File: src/rtl/dmem_arbiter.sv
// rtl/dmem_arbiter.sv - two-port (CPU/DMA) round-robin arbiter with burst limit for a single-port data memory
// Optional: DMEM_ARB_FIXED_PRIO_EN gives the CPU fixed priority when both ports request.
module dmem_arbiter #(
  parameter int ADDR_W    = 16,
  parameter int DATA_W    = 32,
  parameter int MAX_BURST = 4
) (
  input  logic              clk,
  input  logic              rst,
  input  logic              cpu_req,
  input  logic              cpu_we,
  input  logic [ADDR_W-1:0] cpu_addr,
  input  logic [DATA_W-1:0] cpu_wdata,
  output logic              cpu_gnt,
  output logic [DATA_W-1:0] cpu_rdata,
  output logic              cpu_rvalid,
  input  logic              dma_req,
  input  logic              dma_we,
  input  logic [ADDR_W-1:0] dma_addr,
  input  logic [DATA_W-1:0] dma_wdata,
  output logic              dma_gnt,
  output logic [DATA_W-1:0] dma_rdata,
  output logic              dma_rvalid,
  output logic [ADDR_W-1:0] mem_addr,
  output logic [DATA_W-1:0] mem_wdata,
  output logic              mem_wen,
  input  logic [DATA_W-1:0] mem_rdata,
  output logic [1:0]        arb_owner
);

  typedef enum logic [1:0] {
    OWN_NONE = 2'b00,
    OWN_CPU  = 2'b01,
    OWN_DMA  = 2'b10
  } owner_e;

  owner_e            owner_q, owner_d;
  logic [3:0]        streak_q, streak_d;
  logic              last_dma_q, last_dma_d;
  logic [DATA_W-1:0] cpu_rdata_q, dma_rdata_q;
  logic              cpu_rvalid_q, dma_rvalid_q;

  // Grant decision: a lone requester always wins; contention is resolved by owner/streak.
  always_comb begin
    cpu_gnt = 1'b0;
    dma_gnt = 1'b0;
    if (cpu_req && dma_req) begin
`ifdef DMEM_ARB_FIXED_PRIO_EN
      cpu_gnt = 1'b1;
`else
      case (owner_q)
        OWN_CPU: begin
          if (streak_q < 4'(MAX_BURST)) cpu_gnt = 1'b1;
          else                          dma_gnt = 1'b1;
        end
        OWN_DMA: begin
          if (streak_q < 4'(MAX_BURST)) dma_gnt = 1'b1;
          else                          cpu_gnt = 1'b1;
        end
        default: begin
          if (last_dma_q) cpu_gnt = 1'b1;
          else            dma_gnt = 1'b1;
        end
      endcase
`endif
    end else begin
      cpu_gnt = cpu_req;
      dma_gnt = dma_req;
    end
  end

  always_comb begin
    mem_addr  = '0;
    mem_wdata = '0;
    mem_wen   = 1'b0;
    if (cpu_gnt) begin
      mem_addr  = cpu_addr;
      mem_wdata = cpu_wdata;
      mem_wen   = cpu_we;
    end else if (dma_gnt) begin
      mem_addr  = dma_addr;
      mem_wdata = dma_wdata;
      mem_wen   = dma_we;
    end
  end

  always_comb begin
    owner_d    = owner_q;
    streak_d   = streak_q;
    last_dma_d = last_dma_q;
    if (cpu_gnt) begin
      last_dma_d = 1'b0;
      if (owner_q == OWN_CPU) begin
        streak_d = (streak_q == 4'hF) ? 4'hF : streak_q + 4'd1;
      end else begin
        owner_d  = OWN_CPU;
        streak_d = 4'd1;
      end
    end else if (dma_gnt) begin
      last_dma_d = 1'b1;
      if (owner_q == OWN_DMA) begin
        streak_d = (streak_q == 4'hF) ? 4'hF : streak_q + 4'd1;
      end else begin
        owner_d  = OWN_DMA;
        streak_d = 4'd1;
      end
    end else begin
      owner_d  = OWN_NONE;
      streak_d = 4'd0;
    end
  end

  // Reset takes priority over a same-cycle read, so no rvalid survives a reset edge.
  always_ff @(posedge clk) begin
    if (rst) begin
      owner_q      <= OWN_NONE;
      streak_q     <= 4'd0;
      last_dma_q   <= 1'b1;
      cpu_rdata_q  <= '0;
      dma_rdata_q  <= '0;
      cpu_rvalid_q <= 1'b0;
      dma_rvalid_q <= 1'b0;
    end else begin
      owner_q      <= owner_d;
      streak_q     <= streak_d;
      last_dma_q   <= last_dma_d;
      cpu_rvalid_q <= cpu_gnt && !cpu_we;
      dma_rvalid_q <= dma_gnt && !dma_we;
      if (cpu_gnt && !cpu_we) cpu_rdata_q <= mem_rdata;
      if (dma_gnt && !dma_we) dma_rdata_q <= mem_rdata;
    end
  end

  assign cpu_rdata  = cpu_rdata_q;
  assign dma_rdata  = dma_rdata_q;
  assign cpu_rvalid = cpu_rvalid_q;
  assign dma_rvalid = dma_rvalid_q;
  assign arb_owner  = owner_q;

endmodule

File: config.mk
export PLATFORM = sky130hd
export DESIGN_NAME = dmem_arbiter
export DESIGN_NICKNAME = d
export VERILOG_FILES = /design/src/rtl/dmem_arbiter.sv
export SDC_FILE = /design/constraint.sdc
export NUM_CORES = 1
export LEC_CHECK = 0
export ABC_CLOCK_PERIOD_IN_PS = 3300
export CAP_MARGIN = 20
export CORE_MARGIN = 2
export CORE_UTILIZATION = 35
export CTS_BUF_LIST = sky130_fd_sc_hd__clkbuf_8 sky130_fd_sc_hd__clkbuf_16
export CTS_CLUSTER_SIZE = 12
export DETAILED_ROUTE_END_ITERATION = 12
export PLACE_DENSITY_LB_ADDON = 0.1
export SYNTH_ARGS = -nofsm -noshare
export SYNTH_HDL_FRONTEND = slang
export SYNTH_SLANG_ARGS = --single-unit
File: constraint.sdc
create_clock -name clk -period 3.3 [get_ports clk]
set_input_delay 0.495 -clock clk [delete_from_list [all_inputs] [get_ports clk]]
set_output_delay 0.495 -clock clk [all_outputs]
set_load 0.01 [all_outputs]
==> results by group, run 1 <==
Global route
  • Initial antenna violation count: 2
  • First-pass GRT wire length: 23.6 mm
  • Largest net degree at the start of global routing: 100
  • Tot GR Track Use: 27.9%
  • Number of global-route vias before repair: 4014
  • Total congestion overflow: 0

Synth
  • Top FF cell, synth: dfxtp_1
  • Synth Net Count: 524
  • EDFF count, synth: 0
  • Synth top area cells: dfxtp_1 41%, a22o_1 12%, mux2i_1 9.0%, a31o_1 7.2%, nand2_1 7.1%
  • Cell taking the most area after synthesis: dfxtp_1
  • Yosys reg bits: 73
  • Sequential share of the synthesized area: 41.3%
  • Area of the mapped netlist: 3540 sq um
  • Async set-reset flop share out of synthesis: 0%
  • Synthesized instance count: 385
  • Synth warnings: 0
  • Post-synth cell types: 35
  • Post-Syn Area per Cell: 9.19 sq um
  • Post-synth top area share: 41.3%
  • Synth top cells by count: 73 x dfxtp_1, 67 x nand2_1, 49 x a22o_1
  • Count leader, synth: dfxtp_1

Min path
  • Hold Path Class: reg2reg
  • Worst Hold Launch: dma_rdata[13]

Place
  • Placed Cells incl. Taps: 742
  • Final HPWL DP: 11.9 mm
  • IO Port Bufs: 252
  • Worst slack, placed: -0.0222 ns
  • Final Wtd Congestion: 0.934

Timing
  • Period utilisation layout: 97.1%
  • Final setup viols: 0
  • Final Max Tran Viols: 0
  • Slew headroom: 55.7%
  • Worst Skew: 0.0149 ns
  • Final setup margin: 0.0959 ns
  • Fin. Hold Viols: 0
  • Crit path time final: 3.20 ns
  • Smallest hold slack: 0.460 ns
  • Actual slew at the worst max-slew pin: 0.658 ns
  • RSZ-0062 raised after global routing: false
  • Max Clk Rate: 0.312 GHz

Run
  • MaxCap Viol Count: 0

Floorplan
  • Core area: 9770 sq um
  • Cell row count: 36
  • Die area: 10900 sq um
  • Die Width: 105 um
  • Die Ht: 105 um
  • # IOs: 253
  • Initial Util: 36.2%

Clock network
  • Post CTS Setup Buffer Count: 0
  • Root Buffer: clkbuf_8
  • Clk Latency, worst-skew pair: 0.35 ns
  • Clock Path Buffers: 2
  • Total number of clock tree sinks: 73
  • CTS tree: built
  • H-tree levels: 3
  • Clock-pin slew on the worst setup and hold paths: 0.08 ns
  • CTS buffer count: 9

Finish
  • Area growth syn-to-layout: 80.6%
  • Final nets: 761
  • Share of cells above drive strength 1: 7.34%
  • Fill cells: 876
  • Fin cells: 761

Drt
  • DRC Markers: 0
  • Routed Antenna Nets: 0
  • Wire per inst: 20.8 um
  • Via-to-Cell Ratio: 5.36
  • Drt pass-1 iters: 4
  • Vias: 4079
  • DR iter-0 viols: 248
  • WL final: 15.8 mm

Worst setup path
  • Worst r2r src: arb_owner[0]
  • CP endpoint kind: output port
  • CP Launch Type: flop
  • Arrival time at the worst endpoint: 2.71 ns
  • Crit-path max FO: 25
  • Critical path type: reg2out
  • WP data required: 2.80 ns
  • Crit path launch: arb_owner[0]

Run status
  • Status: complete, no violations

Power and ir drop
  • PwrDens: 398 nW/um^2
  • Peak VDD IR: 0.000249 V
  • P_leak: 2.59 nW
## kinds of logic after synthesis
family / Yosys count / synth area share, %
AOI/OAI and AO/OA: 109 / 25.8
and+or+nand+nor: 117 / 15.4
buffers and inverters: 49 / 6.65
muxes: 32 / 9.05
adders and majority gates: 5 / 1.77
DFF: 73 / 41.3
## layer usage
| layer | global-route usage (%) | part of all wire, % | up-vias |
|---|---|---|---|
| met3 | 8.86 | 9.4 | 26 |
| met5 | 0 | 0.082 | - |
| li1 | - | - | 1922 |
| met4 | 11.1 | 2.6 | 2 |
| met2 | 47.0 | 48 | 182 |
| met1 | 32.8 | 40 | 1947 |
## path summary, 6_finish.rpt
check / to / slack (ns) / cells after the start
max: mem_wdata[12] / 0.1 / 8
min: dma_rdata[13] / 0.46 / 2
max reg2reg: cpu_rdata[1] / 0.73 / 8
min reg2reg: dma_rdata[13] / 0.46 / 2
## sequential cells by signal, indices dropped and copies added, names as in the netlist
signal and count:
cpu_rdata 32, dma_rvalid 1, cpu_rvalid 1, last_dma_q 1, dma_rdata 32, streak_q 4
arb_owner 2
## area by class of cell
| type | instances | area [sq um] | share of cell area (%) |
|---|---|---|---|
| diodes | 1 | 2.50 | 0.0391 |
| multi-input cells | 263 | 1890 | 29.5 |
| flip-flops and latches | 73 | 1460 | 22.9 |
| clock inverters | 7 | 68.8 | 1.08 |
| inverters | 7 | 26.3 | 0.411 |
| well taps | 133 | 166 | 2.60 |
| clock buffers | 9 | 124 | 1.94 |
| repair buffers | 268 | 2650 | 41.5 |
## power breakdown
group          switching, mW  internal (mW)
logic                  0.402          0.475
registers             0.0309          0.935
clock network          0.355          0.349
## critical path, stage by stage (launching register included)
cell and delay [ns]:
dfxtp_2 0.33, inv_1 0.06, ha_1 0.32, or4b_4 0.50, o311a_4 0.15, a21o_2 0.28, buf_12 0.18, a22o_4 0.24
dlygate4sd2_1 0.30
## placed cells by master (no fill, tap or decap), types with 3 or more instances in the layout
cell and n:
a31o_1 29, dfxtp_1 71, o221ai_1 3, buf_12 3, nor2_1 8, inv_1 7
mux2i_1 32, buf_4 12, ha_1 5, a21oi_1 3, clkdlybuf4s50_1 203, a31o_2 3
nand3_1 4, nor4_1 32, nand2_1 67, dlygate4sd2_1 47, o21ai_0 4, a22o_1 48
clkbuf_8 9
## stage by stage
step                cell area [sq um]  util (%)  total power [mW]  TNS [ns]
floorplan                        3540         -              1.35         0
global placement                 6180      63.2              1.88         0
detailed placement               6180      63.2              1.89   -0.0222
CTS                              6390      65.3              2.57         0
global route                     6390      65.4              2.66         0
finish                           6390      65.4              2.55         0
## repair_timing
action                     CTS  global route
resized for setup           51             8
gates cloned                 2             0
hold buffers                 0             0
pin swaps                    1             1
setup endpoints to repair   48            24
Note: power is estimated with default switching activity, not from simulation.
==> inputs of run 2 (changes only) <==
Settings changed: ABC_CLOCK_PERIOD_IN_PS 3300 to 3160.
Clock period 3.3 ns to 3.16 ns, I/O delays scaled along.
==> results by group, run 2 (same netlist as run 1, synthesis figures left out) <==
Power and ir drop
  • Peak VDD IR: 0.000367 V
  • P_leak: 2.62 nW
  • PwrDens: 426 nW/um^2

Timing
  • Final Max Tran Viols: 0
  • Final setup margin: 0.0831 ns
  • Crit path time final: 3.08 ns
  • Final setup viols: 0
  • Slew headroom: 52.8%
  • Fin. Hold Viols: 0
  • Max Clk Rate: 0.325 GHz
  • Worst Skew: 0.0108 ns
  • RSZ-0062 raised after global routing: true
  • Period utilisation layout: 97.4%
  • Actual slew at the worst max-slew pin: 0.702 ns

Clock network
  • CTS tree: built
  • Clk Latency, worst-skew pair: 0.34 ns
  • Total number of clock tree sinks: 73
  • Clock-pin slew on the worst setup and hold paths: 0.08 ns
  • Clock Path Buffers: 2
  • CTS buffer count: 9
  • H-tree levels: 3
  • Root Buffer: clkbuf_8

Finish
  • Commonest non-fill, non-tap cells in the layout: 202 x clkdlybuf4s50_1, 72 x dfxtp_1, 67 x nand2_1, 48 x a22o_1
  • Share of cells above drive strength 1: 14.0%
  • Commonest non-fill, non-tap cell in the layout: clkdlybuf4s50_1
  • Final nets: 769
  • Fill cells: 859
  • Fin cells: 769
  • Area growth syn-to-layout: 82.2%

Drt
  • Wire per inst: 20.4 um
  • DRC Markers: 0
  • WL final: 15.7 mm
  • Routed Antenna Nets: 0
  • DR iter-0 viols: 297
  • Via-to-Cell Ratio: 5.32
  • Drt pass-1 iters: 5
  • Vias: 4093

Worst setup path
  • Slowest-stage cell, CP: or4b_4
  • CP endpoint kind: output port
  • WP depth: 9
  • FF-to-FF setup slack: 0.52 ns
  • CP most frequent cell: buf_4
  • Worst r2r src: arb_owner[0]
  • Crit-path max FO: 7
  • Worst Path Buf+Inv: 4
  • CP Launch Type: flop
  • Largest stage delay on the critical path: 0.47 ns
  • Reg-to-Reg End: cpu_rdata[2]
  • CP top delay family: buffers and inverters
  • WP data required: 2.69 ns
  • Worst r2r path cells: 9
  • Arrival time at the worst endpoint: 2.60 ns
  • Crit-path cells: buf_4 > ha_2 > or4b_4 > o311a_4 > buf_4 > nor2_4 > buf_12 > a22o_1 > dlygate4sd2_1
  • Critical path type: reg2out
  • Crit path launch: arb_owner[0]

Global route
  • First-pass GRT wire length: 23.4 mm
  • Largest net degree at the start of global routing: 100
  • Tot GR Track Use: 27.6%
  • Total congestion overflow: 0
  • Number of global-route vias before repair: 4015
  • Initial antenna violation count: 1

Place
  • IO Port Bufs: 252
  • Placed Cells incl. Taps: 746
  • Worst slack, placed: -0.0798 ns
  • Final HPWL DP: 11.7 mm
  • Final Wtd Congestion: 0.928

Min path
  • Worst Hold Launch: dma_rdata[8]
  • WHS Path Cells: 2
  • Worst Hold End: dma_rdata[8]
  • Hold Path Class: reg2reg

Floorplan
  • Initial Util: 36.2%
  • # IOs: 253
  • Die Width: 105 um
  • Cell row count: 36
  • Die Ht: 105 um
  • Core area: 9770 sq um
  • Die area: 10900 sq um

Run status
  • Status: complete, no violations

Run
  • MaxCap Viol Count: 0
==> run 2: routing by layer <==
metal	wire length [um]	vias up	global-route usage, %
met4	243	0	8.40
met1	6490	1968	33.2
met2	7570	172	45.8
met5	0	-	0
met3	1420	14	10.4
li1	-	1939	-
==> run 2: worst min-delay path, stage by stage (launching register included) <==
cell and delay (ns):
dfxtp_1 0.31, nand2_1 0.05, mux2i_1 0.05
==> run 2: worst max-delay path by stage <==
| stage | end | slack [ns] |
|---|---|---|
| 2_1_floorplan | mem_addr[0] | 0.55 |
| 3_3_place_gp | mem_wdata[7] | -0.04 |
| 3_5_place_dp | mem_wdata[28] | -0.08 |
| 4_1_cts | mem_wdata[2] | -0.22 |
| 5_1_grt | mem_addr[15] | -0.03 |
| 6_report | mem_addr[15] | 0.08 |
==> run 2: power by group <==
| part | internal, mW | switching (mW) |
|---|---|---|
| registers | 0.976 | 0.0307 |
| clock network | 0.446 | 0.360 |
| logic | 0.510 | 0.427 |
| total | 1.93 | 0.818 |
==> run 2: repair_timing <==
action | 4_1_cts | 5_1_grt
gates cloned | 0 | 3
resized for setup | 46 | 88
setup endpoints to repair | 49 | 49
hold buffers | 0 | 0
buffers inserted | 0 | 3
pin swaps | 0 | 2
==> run 2: stage by stage <==
step,TNS (ns),hold slack [ns],util [%],cell area [sq um],power [mW]
final,0,0.456,66.0,6450,2.75
after CTS,-0.832,0.460,65.6,6410,2.74
after detailed placement,-2.18,0.446,63.9,6250,1.98
after floorplan,0,0.462,-,3540,1.41
after global placement,-0.806,0.442,63.9,6250,1.98
after global routing,-0.298,0.484,66.0,6450,2.87
==> run 2: final cells by class <==
type	instances	area, sq um	share of cell area, %
Antenna cell	1	2.50	0.0388
Timing Repair Buffer	276	2670	41.3
Clock buffer	9	124	1.92
Inverter	7	26.3	0.407
Clock inverter	7	93.8	1.46
Sequential cell	73	1460	22.7
Multi-Input combinational cell	263	1910	29.6
Tap cell	133	166	2.58
==> inputs of run 3 (changes only) <==
Settings changed: SLEW_MARGIN from default to 20.
==> results of run 3 <==
The final DEF is identical to that of run 2; final timing and power are the same.
==> edit, RTL diff (config.mk and constraints of run 1) <==
Change the parameter `DATA_W` from 32 to 48.
--- a/src/rtl/dmem_arbiter.sv
+++ b/src/rtl/dmem_arbiter.sv
@@ -2,7 +2,7 @@
 // Optional: DMEM_ARB_FIXED_PRIO_EN gives the CPU fixed priority when both ports request.
 module dmem_arbiter #(
   parameter int ADDR_W    = 16,
-  parameter int DATA_W    = 32,
+  parameter int DATA_W    = 48,
   parameter int MAX_BURST = 4
 ) (
   input  logic              clk,
Interface: changed (6 resized); port bits go from 253 to 349. No check against the original RTL was run, so the function may have changed too.
==> edit against run 1 <==
  * Worst setup slack got worse by 0.011 ns
  * Sequential cell count up 32
  * Wire length is 51% higher
  * Via count up 41%
  * Maximum frequency down 0.33%
  * Core utilization up 0.45 points
  * Power rose by 52%
  * Non-clock buffer count grew 101
  * Register-to-register slack worse by 0.27 ns
  * Design area grew 42%
  * Synthesized cell count is 38% higher
  * Area after synthesis is 38% higher
  * Critical path type unchanged
  * Largest cell class unchanged
  * Largest power group unchanged
  * Highest routed layer unchanged
==> edit: results <==
set metrics [dict create \
    synth_area_leaders "dfxtp_1 (43%), a22o_1 (12%), mux2i_1 (9.8%), nand2_1 (7.6%), a31o_2 (7.0%)" \
    p_leak_nw 3.71 \
    combPwrFrac 0.332 \
    grt_max_degree 57 \
    clock-root-buffer "clkbuf_16" \
    hpwl_um 17500 \
    finClkSkew_ns 0.00858 \
    met2_length_um 10500 \
    wl_met1_um 9810 \
    status "finished clean" \
    drive_gt1_frac 0.123 \
    setup.worst_path.end "mem_wdata[38]" \
    hold_end "dma_rdata[45]" \
    io_buffers 348 \
    synth_compound_area_frac 0.244 \
    reg2reg_slack_ns 0.46 \
    crit_fanout 33 \
    max_stage_delay_ns 0.48 \
    grt.total_usage 0.301 \
    syn-num-nets 718 \
    worst_slew_pin_slew_ns 0.672 \
    vias_per_cell 5.54 \
    grt_pass1_vias 5480 \
    post-cts-setup-buffers 1 \
    wl_met3_um 2850 \
    dpl_cell_area_um2 8520 \
    nets 1038 \
    synthAdderAreaFrac 0.0128 \
    ys_seq_area_frac 0.430 \
    antenna_found_initial 5 \
    synth_mux_area_frac 0.0982 \
    nFillCells 1168 \
    r2r-start "arb_owner[1]" \
    routed_wl_um 23800 \
    dp_slack_ns -0.0771 \
    post_drt_wl_per_cell_um 23.0 \
    met1_usage 0.405 \
]
## edit: changes by cell type after synthesis, moves of 2 or more
cell | before | now
a31o_1 | 29 | 9
mux2i_1 | 32 | 48
nor4_1 | 32 | 48
a22o_1 | 49 | 65
a31o_2 | 3 | 39
buf_6 | 5 | 3
dfxtp_1 | 73 | 105
buf_1 | 0 | 3
clkbuf_1 | 26 | 42
nand2_1 | 67 | 99
## edit: layout make-up
cell class | count | area [um^2] | share of cell area
Antenna cell | 2 | 5.00 | 0.000552
Clock buffer | 9 | 225 | 0.0248
Clock inverter | 7 | 108 | 0.0119
Inverter | 7 | 28.8 | 0.00317
Multi-Input combinational cell | 359 | 2660 | 0.293
Sequential cell | 105 | 2100 | 0.232
Tap cell | 180 | 225 | 0.0248
Timing Repair Buffer | 369 | 3720 | 0.410
## edit: critical path, delay by kind of cell, from the launching register on
family	cells	cell delay [ns]
compound gates	3	0.71
fa+ha+maj	1	0.25
buf+inv	2	0.51
flops	1	0.41
simple gates	1	0.48
